`src/rtl/light_countdown_timer.sv`:
```
// light_countdown_timer: counts the traffic-light FSM's current phase down on a
// 1 Hz tick derived from clk, and pulses last_light when the phase expires.
// Optional BCD outputs (bcd_tens/bcd_ones) are enabled by defining LIGHT_TIMER_BCD_EN.
module light_countdown_timer #(
  parameter int unsigned WIDTH    = 5,
  parameter int unsigned TICK_DIV = 50000000
) (
  input  logic             clk,
  input  logic             rst,
  input  logic             en,
  input  logic [1:0]       state,
  input  logic [WIDTH-1:0] time_light,
  output logic             last_light,
  output logic [WIDTH-1:0] count,
  output logic             tick
`ifdef LIGHT_TIMER_BCD_EN
  ,
  output logic [3:0]       bcd_tens,
  output logic [3:0]       bcd_ones
`endif
);

  localparam int unsigned    PW        = (TICK_DIV > 1) ? $clog2(TICK_DIV) : 1;
  localparam logic [PW-1:0]  PRESC_MAX = PW'(TICK_DIV - 1);

  typedef enum logic {
    RUN  = 1'b0,
    DONE = 1'b1
  } timer_state_t;

  timer_state_t     fsm_q, fsm_d;
  logic [WIDTH-1:0] count_q, count_d;
  logic [PW-1:0]    presc_q, presc_d;
  logic             tick_q, tick_d;
  logic             last_q, last_d;
  logic [1:0]       prev_q;
  logic             load;
  logic             tick_int;

  // Next-state logic: a load overrides any tick in the same cycle; DONE blocks
  // counting so the FSM cannot be advanced twice while its new state settles.
  always_comb begin
    load     = (state != prev_q);
    tick_int = en && (fsm_q == RUN) && (presc_q == PRESC_MAX);
    count_d  = count_q;
    presc_d  = presc_q;
    fsm_d    = fsm_q;
    tick_d   = 1'b0;
    last_d   = 1'b0;
    if (load) begin
      count_d = time_light;
      presc_d = '0;
      fsm_d   = RUN;
    end else if (en && (fsm_q == RUN)) begin
      tick_d = tick_int;
      if (tick_int) begin
        presc_d = '0;
        if (count_q > WIDTH'(1)) begin
          count_d = count_q - WIDTH'(1);
        end else begin
          count_d = '0;
          last_d  = 1'b1;
          fsm_d   = DONE;
        end
      end else begin
        presc_d = presc_q + PW'(1);
      end
    end
  end

`ifdef LIGHT_TIMER_BCD_EN
  logic [3:0]  tens_q, tens_d;
  logic [3:0]  ones_q, ones_d;
  logic [31:0] count_wide;

  // Decode the next count so the digits change on the same edge as count.
  always_comb begin
    count_wide = 32'(count_d);
    tens_d     = 4'(count_wide / 32'd10);
    ones_d     = 4'(count_wide % 32'd10);
  end

  // BCD digit registers.
  always_ff @(posedge clk) begin
    if (rst) begin
      tens_q <= '0;
      ones_q <= '0;
    end else begin
      tens_q <= tens_d;
      ones_q <= ones_d;
    end
  end

  assign bcd_tens = tens_q;
  assign bcd_ones = ones_q;
`endif

  // State registers with synchronous reset.
  always_ff @(posedge clk) begin
    if (rst) begin
      fsm_q   <= RUN;
      count_q <= '0;
      presc_q <= '0;
      tick_q  <= 1'b0;
      last_q  <= 1'b0;
      prev_q  <= 2'b00;
    end else begin
      fsm_q   <= fsm_d;
      count_q <= count_d;
      presc_q <= presc_d;
      tick_q  <= tick_d;
      last_q  <= last_d;
      prev_q  <= state;
    end
  end

  assign last_light = last_q;
  assign count      = count_q;
  assign tick       = tick_q;

endmodule

```
`config.mk`:
```
export PLATFORM = sky130hd
export DESIGN_NAME = light_countdown_timer
export DESIGN_NICKNAME = d
export VERILOG_FILES = /design/src/rtl/light_countdown_timer.sv
export SDC_FILE = /design/constraint.sdc
export NUM_CORES = 1
export LEC_CHECK = 0
export BUFFER_PORTS_ARGS = -buffer_cell sky130_fd_sc_hd__buf_2
export CORE_MARGIN = 3
export CORE_UTILIZATION = 52
export DETAILED_ROUTE_END_ITERATION = 12
export PLACE_DENSITY = 0.75
export SETUP_SLACK_MARGIN = 0.05
export SYNTH_ARGS = -nofsm -noshare
export SYNTH_HDL_FRONTEND = slang
export SYNTH_SLANG_ARGS = --single-unit
```
`constraint.sdc`:
```
create_clock -name clk -period 1.7 [get_ports clk]
set_input_delay 0.34 -clock clk [delete_from_list [all_inputs] [get_ports clk]]
set_output_delay 0.34 -clock clk [all_outputs]
set_load 0.05 [all_outputs]
```
Word level (Yosys, flattened, before mapping)

Index checks and enable logic that the tools add are counted.

$add $sub $neg: 2
Multiply operators: 0
Divide/modulo/power cells: 0
Order comparisons: 1
Equality and inequality tests: 2
Shifts and indexed selects: 0
Multiplexer cells: 6
Bitwise gates (word level): 4
Reductions and logical operators: 9

Operators by type and width:

| operator                                                       | count |
|---|---|
| adder 26 x 1 -> 26 bit (second input constant)                 | 1 |
| equality test 26 bit (second input constant)                   | 1 |
| 2-to-1 mux 26 bit                                              | 1 |
| 2-to-1 mux 5 bit                                               | 4 |
| greater-than comparator 5 x 1 -> 1 bit (second input constant) | 1 |
| subtractor 5 x 1 -> 5 bit (second input constant)              | 1 |
| inverter 1 bit                                                 | 4 |
| nonzero test 2 bit                                             | 2 |
| OR reduction 4 bit                                             | 1 |
| AND reduction 3 bit                                            | 1 |
| OR reduction 3 bit                                             | 1 |
| logical AND 1 bit                                              | 2 |
| != test 2 bit                                                  | 1 |
| AND reduction 2 bit                                            | 1 |
| OR reduction 2 bit                                             | 1 |
| 2-to-1 mux 1 bit                                               | 1 |

Register bits: 36
Bits in latches: 0
Bits in writable memories: 0
Memory bits (read-only): 0
Input bits: 10
Output and inout bits: 7
Word-level logic and storage cells: 30
Memories: 0

Depth between registers and ports, before layout

Gate-level depths: netlist of the first run.

Depth after elaboration: 6
Depth in mapped cells: 7
Mapped depth without buffers: 6

Least setup slack after synthesis of the first run

No wires, ideal clock.

Kind: reg2reg
Start point: register count_q[1], in the netlist count[1]
End point: register count_q[4], in the netlist count[4]
Library setup time: 62 ps
Arrival: 1,849 ps
Required time: 1,638 ps
Path slack: -210 ps
Stages on the path, launching flop included: 7
Period minus slack after synthesis: 1,910 ps
Cell sequence: dfxtp_1 -> inv_1 -> ha_1 -> o21a_1 -> or3_1 -> or3_1 -> nand3_1

Longest elaborated chain between the ends: 5
Elaborated cells between the ends (all ways): 6
Those cells by class: 1 x add/sub; 1 x order compare; 4 x mux

Ends and longest elaborated chain:

| what                                                                                       | RTL line | RTL |
|---|---|---|
| from (decl)                                                                                | 32       | `logic [WIDTH-1:0] count_q, count_d;` |
| from (signal assigned)                                                                     | 109      | `count_q <= count_d;` |
| subtractor 5 x 1 -> 5 bit / greater-than comparator 5 x 1 -> 1 bit (equally long branches) | 59, 58   |  |
| 2-to-1 mux 5 bit (*)                                                                       | 58       | `if (count_q > WIDTH'(1)) begin` |
| 2-to-1 mux 5 bit (*)                                                                       | 56       | `if (tick_int) begin` |
| 2-to-1 mux 5 bit (*)                                                                       | 54       | `end else if (en && (fsm_q == RUN)) begin` |
| 2-to-1 mux 5 bit (*)                                                                       | 50       | `if (load) begin` |

Every way passes the cells marked *; elsewhere a longest branch is shown, timed or not. The select of a mux whose other input is x is not followed.
A chain may end at the register's enable or synchronous reset.

Worst setup path in the final report of the first run

Start point: register presc_q[8]
End point: register count_q[3], in the netlist count[3]

Longest elaborated chain between the ends: 4

Ends and longest elaborated chain:

| what                                 | RTL line | RTL |
|---|---|---|
| from (decl)                          | 33       | `logic [PW-1:0] presc_q, presc_d;` |
| from (signal assigned)               | 110      | `presc_q <= presc_d;` |
| equality test 26 bit                 | 44       | `tick_int = en && (fsm_q == RUN) && (presc_q == PRESC_MAX);` |
| logical AND 1 bit                    | 44       |  |
| nonzero test 2 bit (no source line)  | -        |  |
| AND reduction 2 bit (no source line) | -        |  |

Every way passes these cells.

==> results, run 1 <==
- The switching power total is 420.3 uW.
- The first global-routing pass estimated 7058 um of wire.
- The hold violation total from the final report is 0.
- The largest fanout of any net on the critical path is 4.
- Summing every instance area after synthesis gives 1719 um2.
- The transition time at the pin with the least slew margin is 0.4618 ns.
- The core region is 3103 um2.
- The count of nets left with antenna violations after detail routing is 0.
- Summed over all layers, the global routing overflow is 0.
- The tightest hold path in the finished design has a slack of 0.2003 ns.
- The pre-CTS worst setup slack is -0.1051 ns.
- The library cell used most frequently in the layout, excluding fill and tap cells, is sky130_fd_sc_hd__nor2_1.
- The clock-pin slew on the worst setup and hold paths is 0.12 ns.
- The final count of pins violating max slew is 0.
- The die area is 4032 um2.
- The finished cells cover 2317 um2.
- The path class of the tightest hold or removal check is primary input to flip-flop.
- Relative to the synthesized area, the layout overhead comes to 34.79%.
- The mean number of vias per cell is 5.399.
- On the critical path, the stage with the largest delay is an instance of sky130_fd_sc_hd__nor4bb_1.
- The classification of the worst setup path is flip-flop to flip-flop.
- Timing would allow up to 0.5493 GHz.
- The compound-cell area share of the yosys netlist is 0.05095.
- Of the total power, the clock network draws 0.393.
- The initial antenna violation count is 0.
- In this run the static leakage power is 0.9385 nW.
- Traced cell by cell, the critical path runs through nor4bb_1 > nand4_1 > buf_4 > o211a_1 > a211o_1.
- The number of unique standard cell types used by synthesis is 39.
- The number of global-route vias before repair is 1586.
- The library cells used most frequently in the layout, excluding fill and tap cells, are sky130_fd_sc_hd__nor2_1, sky130_fd_sc_hd__buf_4, sky130_fd_sc_hd__dfxtp_1, sky130_fd_sc_hd__nand2_1, sky130_fd_sc_hd__buf_2.
- The filler cells instantiated in the layout total 235.
- The highest cell delay on the worst timing path is 0.45 ns.
- The number of H-tree branching levels is 2.
- After floorplanning, the core was divided into 20 placement rows.
- The total chip power is 1.734 mW.
- The number of cells in the design after placement is 286.
- Sorting the synthesized cells by area gives the leading types as sky130_fd_sc_hd__dfxtp_1, sky130_fd_sc_hd__nor2_1, sky130_fd_sc_hd__xor2_1.
- The share of cells above drive strength 1 is 0.3425.
- For this run, the post-layout net count is 266.
- The die span in x is 63.50 um.
- The share of total power dissipated in combinational logic is 0.102.
- Of the total synthesized cell area, the portion taken by full adders, half adders and majority gates is 0.02183.
- The number of top-level pins is 17.
- The design internal power is 1.314 mW.
- In the final layout, the multi-input gates occupy 1021 um2.
- Once routing completed, OpenROAD measured the worst setup slack at -0.1204 ns.
- The post-synthesis register bit count is 36.
- The number of warnings printed during yosys synthesis is 0.
- The worst-case vdd ir drop is 0.5431 mV.
- The maximum clock insertion buffer count is 2.
- The repair_antennas step left the layout with diodes totalling 0.
- The total power divided by cell area is 748.3 nW/um2.
- The run finished, with violations left.
- The maximum number of pins on one net before global-route repair is 23.
- Counting I/O delays and the setup requirement, the final critical path takes 1.820 ns.
- Across all layers, the routed design uses 1609 vias.
- The number of nets in the synthesized netlist is 212.
- Across every metal layer, demand over resource in global routing totals 0.2226.
- The share of power burned in registers is 0.505.
- STA puts the critical path data required time at 1.95 ns.
- The max-cap violation count is 0.
- The clock latency of the later-clocked register in the worst-skew pair is 0.35 ns.
- After detailed placement, the total cell area comes to 2103 um2.
- The placed wire-length estimate is 2867 um.
- The worst pin sits at a relative slew slack of 0.6880.
- Counting every sink on the clock net gives 36.
- The dominant combinational cell family by area after synthesis is simple AND/OR/NAND/NOR gates.
- The post-synthesis simple-gate area fraction is 0.3384.
- The total length of routed wires is 4280 um.
- For this configuration, the core starts out at a cell density of 0.5540.
- The nature of the critical path endpoint is a flip-flop.
- For the worst setup path, the data arrival time is 2.07 ns.
- In this run the mean area of a mapped cell was 8.639 um2.
- Summed over all instances, the cell type with the most area after synthesis is sky130_fd_sc_hd__dfxtp_1.
- The share of the synthesized netlist area taken by xor and xnor gates is 0.1274.
- The switching power share of the total is 0.2424.
- The share of the cycle needed by the critical path after routing is 1.071.
- The clock tree from TritonCTS is done.
- Setup repair after global routing could not meet its margin everywhere.
- In the final layout, flip-flops and latches occupy 735.7 um2.
- Measured against the total synthesized area, the mux share comes to 0.01747.
- The worst reg-to-reg setup slack is -0.12 ns.
- In this run the vertical extent of the chip is 63.50 um.
- The CTS root buffer is sky130_fd_sc_hd__clkbuf_4.
- The checks that failed: negative setup slack.
- The synthesized instance count is 199.
- The count of buffers added on input and output ports is 16.
- The first routing iteration left 104 violations.
- The last weighted congestion value of the routability-driven placer is 0.8319.
- The fraction of the yosys area taken by sequential cells is 0.4192.
- Buffers inserted during clock tree synthesis total 5.
- The clock arrives with 0.01519 ns of skew.
- Leaving out filler cells and counting taps, the final layout contains 298.
- The length of the first detailed-routing pass in iterations is 4.
- In the routed design, unresolved DRC markers number 0.
- Setup violations remaining at the end of the flow were counted as 15.
- The top-area cell type share of the netlist area is 0.4192.
- The startpoint kind of the worst setup timing path is a flip-flop.
- The final routed wire length divided by cell count is 14.36 um.
logic make-up (layout without fill, tap and decap cells):
| family | Yosys count | in the layout |
|---|---|---|
| AND/OR/NAND/NOR | 109 | 109 |
| flip-flops | 36 | 36 |
| XOR/XNOR | 25 | 25 |
| AO/OA/AOI/OAI | 13 | 13 |
| buffers and inverters | 10 | 65 |
| adder cells (fa/ha/maj) | 3 | 3 |
| multiplexers | 3 | 3 |
synthesized netlist by cell type:
cell / number
sky130_fd_sc_hd__a211o_1: 1
sky130_fd_sc_hd__a211oi_1: 1
sky130_fd_sc_hd__a21oi_1: 3
sky130_fd_sc_hd__a32oi_1: 1
sky130_fd_sc_hd__and2_1: 1
sky130_fd_sc_hd__and3_1: 3
sky130_fd_sc_hd__and4_1: 1
sky130_fd_sc_hd__buf_2: 1
sky130_fd_sc_hd__buf_4: 1
sky130_fd_sc_hd__clkbuf_1: 3
sky130_fd_sc_hd__dfxtp_1: 36
sky130_fd_sc_hd__ha_1: 3
sky130_fd_sc_hd__inv_1: 5
sky130_fd_sc_hd__mux2i_1: 3
sky130_fd_sc_hd__nand2_1: 18
sky130_fd_sc_hd__nand2b_1: 1
sky130_fd_sc_hd__nand3_1: 6
sky130_fd_sc_hd__nand3_2: 1
sky130_fd_sc_hd__nand3b_1: 2
sky130_fd_sc_hd__nand4_1: 10
sky130_fd_sc_hd__nand4b_1: 1
sky130_fd_sc_hd__nor2_1: 38
sky130_fd_sc_hd__nor2b_1: 4
sky130_fd_sc_hd__nor3_1: 7
sky130_fd_sc_hd__nor3b_1: 1
sky130_fd_sc_hd__nor4_1: 3
sky130_fd_sc_hd__nor4_2: 1
sky130_fd_sc_hd__nor4_4: 1
sky130_fd_sc_hd__nor4b_4: 1
sky130_fd_sc_hd__nor4bb_1: 1
sky130_fd_sc_hd__o211a_1: 1
sky130_fd_sc_hd__o21a_1: 2
sky130_fd_sc_hd__o21ai_0: 3
sky130_fd_sc_hd__o21bai_1: 1
sky130_fd_sc_hd__or2_2: 1
sky130_fd_sc_hd__or3_1: 6
sky130_fd_sc_hd__or4_1: 1
sky130_fd_sc_hd__xnor2_1: 12
sky130_fd_sc_hd__xor2_1: 13
stage by stage:
step	setup TNS, ns	utilization
2_1_floorplan	-0.02402	-
3_3_place_gp	-0.3114	0.6778
3_5_place_dp	-0.5657	0.6778
4_1_cts	-0.2945	0.7198
5_1_grt	-2.783	0.7468
6_report	-0.5114	0.7468
final timing paths:
kind | startpoint | endpoint | cells past startpoint
min reg2reg | fsm_q$_SDFFE_PP0P_ | fsm_q$_SDFFE_PP0P_ | 1
max | presc_q[8]$_SDFFE_PP0P_ | count[3]$_SDFFE_PP0P_ | 5
min | time_light[0] | count[0]$_SDFFE_PP0P_ | 3
max reg2reg | presc_q[8]$_SDFFE_PP0P_ | count[3]$_SDFFE_PP0P_ | 5
final cells by class:
| cell class | count | area share |
|---|---|---|
| multi-input cells | 153 | 0.4406 |
| inverters | 5 | 0.008099 |
| clock inverters | 1 | 0.01296 |
| well taps | 44 | 0.02376 |
| clock buffers | 7 | 0.02808 |
| flip-flops and latches | 36 | 0.3175 |
| repair buffers | 52 | 0.1690 |
registers in the layout, summed over array words and instances (netlist names):
signal,cells
count,5
fsm_q,1
presc_q,26
tick,1
prev_q,2
last_light,1
worst max-delay path: cells and delay by family (launching register included):
kind / cells / cell delay (ns)
compound gates: 2 / 0.45
flops: 1 / 0.36
buf+inv: 1 / 0.21
simple gates: 2 / 0.69
power groups by stage:
stage	Combinational, mW	Clock [mW]	Sequential (mW)
6_report	0.176	0.682	0.875
5_1_grt	0.193	0.730	0.878
4_1_cts	0.174	0.694	0.875
3_5_place_dp	0.173	0	0.894
3_3_place_gp	0.166	0	0.893
2_1_floorplan	0.0767	0	0.929
metal layers:
metal  vias to the layer above  global-route usage  routed length [um]
met2                        36              0.3794                2239
met1                       777              0.2483                1808
li1                        787                   -                   -
met5                         -                   0                   0
met3                         9             0.08734                 160
met4                         0             0.08356                  72
repair_timing:
item | 4_1_cts | 5_1_grt
hold buffers | 0 | 0
setup buffers | 3 | 0
endpoints found under the setup margin | 15 | 30
cloned | 0 | 1
pin swaps | 5 | 7
resized for setup | 3 | 16
(Power assumes the default switching activity.)
==> run 2, diff against run 1 <==
--- a/config.mk
+++ b/config.mk
@@ -9,7 +9,7 @@
 export CORE_MARGIN = 3
 export CORE_UTILIZATION = 52
 export DETAILED_ROUTE_END_ITERATION = 12
-export PLACE_DENSITY = 0.75
+export PLACE_DENSITY = 0.78
 export SETUP_SLACK_MARGIN = 0.05
 export SYNTH_ARGS = -nofsm -noshare
 export SYNTH_HDL_FRONTEND = slang
==> run 2 against run 1 <==
The flow still finishes with violations (negative setup slack). Largest cell class unchanged. Count of clock-buffer cells in the layout decreased by 1. Power decreased by 13%. Utilization increased by 1.7 points. Sequential power about the same. Global-route usage decreased by 0.74 points. Largest power group unchanged. Clock power decreased by 38%. Critical endpoint is now count[1]$_SDFFE_PP0P_. Non-clock buffer count increased by 10. Worst hold slack got worse by 0.010 ns. Worst setup slack got worse by 0.024 ns. Clock skew decreased by 0.0069 ns.
==> results, run 2 (synthesized netlist as in run 1, its figures left out) <==
- The flow ran to the end, but the final reports show violations.
- The final reports fail on negative setup slack.
- The first-pass GRT wire length was 6748 um (-4.4%).
- The share of cells above drive strength 1 is 0.3384 (-0.004117).
- The total core area is 3103 um2 (unchanged).
- The end of the critical path is count[1]$_SDFFE_PP0P_.
- The placed wire-length estimate is 2698 um (-5.9%).
- On the critical path, the stage with the largest delay is an instance of sky130_fd_sc_hd__dfxtp_4.
- The vertical die dimension came to 63.50 um (unchanged).
- The static leakage came to 0.9803 nW (+4.5%).
- The sequential cell area is 734.5 um2 (-0.17%).
- STA classifies the critical path startpoint as a flip-flop.
- The minimum period implied by the final worst setup slack is 1.845 ns (+0.02442 ns).
- The transition time at the pin with the least slew margin is 0.4106 ns (-0.05114 ns).
- The startpoint of the tightest hold check path is time_light[0].
- The critical path goes through nand4_1 > nor4_2 > nand4_1 > buf_6 > buf_6 > mux2i_1 > a211oi_2.
- The length of the first detailed-routing pass in iterations is 4 (unchanged).
- The effective utilization at floorplan is 0.5540 (unchanged).
- The met3 wire length is 323 um (+100%).
- The depth of the worst register-to-register path came to 7 (+2).
- The hold violation total from the final report is 0 (unchanged).
- The initial antenna violation count came to 0 (unchanged).
- The worst reg-to-reg setup slack is -0.14 ns (-0.02 ns).
- The met1 wire length was 1821 um (+0.72%).
- The share of the cycle needed by the critical path after routing is 1.085 (+0.01436).
- The pre-CTS worst setup slack is -0.1146 ns (-0.009522 ns).
- The total length of routed wires is 4548 um (+6.3%).
- The nature of the critical path endpoint is a flip-flop.
- The count of nets left with antenna violations after detail routing is 0 (unchanged).
- The number of global-route vias before repair is 1491 (-6.0%).
- The max-cap violation count is 0 (unchanged).
- The count of cell instances traversed by the critical path is 7 (+2).
- The detailed router used layers up to and including met4.
- Setup repair after global routing could not meet its margin everywhere.
- The mean number of vias per cell is 5.417 (+0.33%).
- The routed length on met2 is 2248 um (+0.40%).
- Counting flops per register, the top entry is presc_q.
- The worst setup path is of the flip-flop to flip-flop kind.
- The launch point of the worst reg-to-reg path is presc_q[6]$_SDFFE_PP0P_.
- The maximum number of pins on one net before global-route repair is 23 (unchanged).
- The violation count after the first detailed-routing iteration is 131 (+26%).
- TritonCTS built the clock tree.
- The area of the multi-input gates is 1018 um2 (-0.24%).
- The global-route usage over all layers was 0.2152 (-0.007443).
- The number of H-tree branching levels is 2 (unchanged).
- The filler cell count is 199 (-15%).
- The clock latency of the later-clocked register in the worst-skew pair came to 0.35 ns (about the same).
- The global-route congestion overflow total is 0 (unchanged).
- The highest cell delay on the worst timing path is 0.38 ns (-0.07 ns).
- The last weighted congestion value of the routability-driven placer was 0.8303 (-0.19%).
- The total chip power was 1.510 mW (-13%).
- The setup violation total in the final timing report came to 30 (+15).
- The total power divided by cell area came to 636.7 nW/um2 (-15%).
- The number of clock buffers inserted by TritonCTS is 5 (unchanged).
- The start point of the critical path is presc_q[6]$_SDFFE_PP0P_.
- The number of antenna cells inserted is 0 (unchanged).
- The total number of clock tree sinks is 36 (unchanged).
- The die area is 4032 um2 (unchanged).
- The final setup slack of the worst path is -0.1448 ns (-0.02442 ns).
- The worst-case clock skew was 0.008296 ns (-0.006889 ns).
- The CTS root buffer is sky130_fd_sc_hd__clkbuf_4.
- The number of buffer and inverter instances along the worst setup path is 2 (+1).
- The via total after detailed routing is 1663 (+3.4%).
- In the layout the commonest cells are sky130_fd_sc_hd__nor2_1, sky130_fd_sc_hd__buf_4, sky130_fd_sc_hd__dfxtp_1, sky130_fd_sc_hd__nand2_1, sky130_fd_sc_hd__buf_2.
- The number of I/O port buffers came to 16 (unchanged).
- The largest fanout of any net on the critical path is 5 (+1).
- The worst-case vdd ir drop is 0.4441 mV (-18%).
- The required time at the worst-slack endpoint is 1.95 ns (about the same).
- The worst min-delay path class is primary input to flip-flop.
- The maximum frequency from static timing analysis was 0.5421 GHz (-1.3%).
- The die span in x is 63.50 um (unchanged).
- The number of top-level pins is 17 (unchanged).
- The endpoint of the worst register-to-register path is count[1]$_SDFFE_PP0P_.
- The post-route DRC violation count is 0 (unchanged).
- The area added between synthesis and finish is 37.92%.
- The worst max-slew margin expressed relative to the limit is 0.7255 (+0.03752).
- The final count of pins violating max slew came to 0 (unchanged).
- The layout net count is 276 (+3.8%).
- The final routed wire length divided by cell count is 14.81 um (+3.1%).
- The arrival time of the worst setup path was 2.10 ns (+0.03 ns).
- The family with the most delay on the worst path is simple AND/OR/NAND/NOR gates.
- The number of flip-flops in the largest register came to 26 (unchanged).
- The count of standard-cell rows came to 20 (unchanged).
- The clock-pin slew on the worst setup and hold paths is 0.10 ns (-0.02 ns).
- The maximum clock insertion buffer count is 2 (unchanged).
## run 2: cell types whose count changed in the layout (fill, tap and decap cells not counted), sizes merged
cell / before / now
buf: 51 / 60
bufinv: 1 / 0
clkinv: 0 / 1
## run 2: area by class of cell
type | instances | area share
flip-flops and latches | 36 | 0.3098
multi-input cells | 153 | 0.4296
clock inverters | 1 | 0.002111
inverters | 5 | 0.007916
clock buffers | 6 | 0.01741
repair buffers | 62 | 0.2100
well taps | 44 | 0.02322
## run 2: repair_timing
item,CTS,global route
cloned,1,3
pin swaps,11,4
hold buffers,0,0
gates resized for setup,12,7
buffers inserted,4,4
endpoints found under the setup margin,28,32
## run 2: how the worst min path moves through the flow
stage	endpoint	slack, ns	cells after the start
final	count[0]$_SDFFE_PP0P_	0.19	3
after global routing	count[0]$_SDFFE_PP0P_	0.21	3
after CTS	count[3]$_SDFFE_PP0P_	0.19	2
after detailed placement	presc_q[25]$_SDFFE_PP0P_	0.49	2
after global placement	presc_q[25]$_SDFFE_PP0P_	0.49	2
after floorplan	count[1]$_SDFFE_PP0P_	0.41	1
## run 2: power breakdown
part	internal, mW	total [mW]	switching (mW)
clock network	0.152	0.424	0.272
logic	0.0882	0.211	0.123
registers	0.857	0.874	0.0174
## run 2: metal layers
metal  track usage  up-vias
li1              -      812
met4        0.1105        0
met2        0.3390       66
met5             0        -
met3       0.04635       16
met1        0.2752      769
## run 2: stage by stage
step	hold slack [ns]	instances	utilization	cell area [um2]	setup TNS, ns
finish	0.1901	307	0.7641	2371	-2.110
floorplan	0.4053	199	-	1749	-0.02402
global route	0.2130	307	0.7641	2371	-4.598
global placement	0.4909	288	0.6827	2118	-0.2886
detailed placement	0.4938	288	0.6827	2118	-0.6354
CTS	0.1891	300	0.7230	2243	-0.1532
## run 2: worst register-to-register path: stages, from the launching register on
cell,delay [ns]
sky130_fd_sc_hd__dfxtp_4,0.38
sky130_fd_sc_hd__nand4_1,0.17
sky130_fd_sc_hd__nor4_2,0.33
sky130_fd_sc_hd__nand4_1,0.18
sky130_fd_sc_hd__buf_6,0.18
sky130_fd_sc_hd__buf_6,0.12
sky130_fd_sc_hd__mux2i_1,0.13
sky130_fd_sc_hd__a211oi_2,0.26
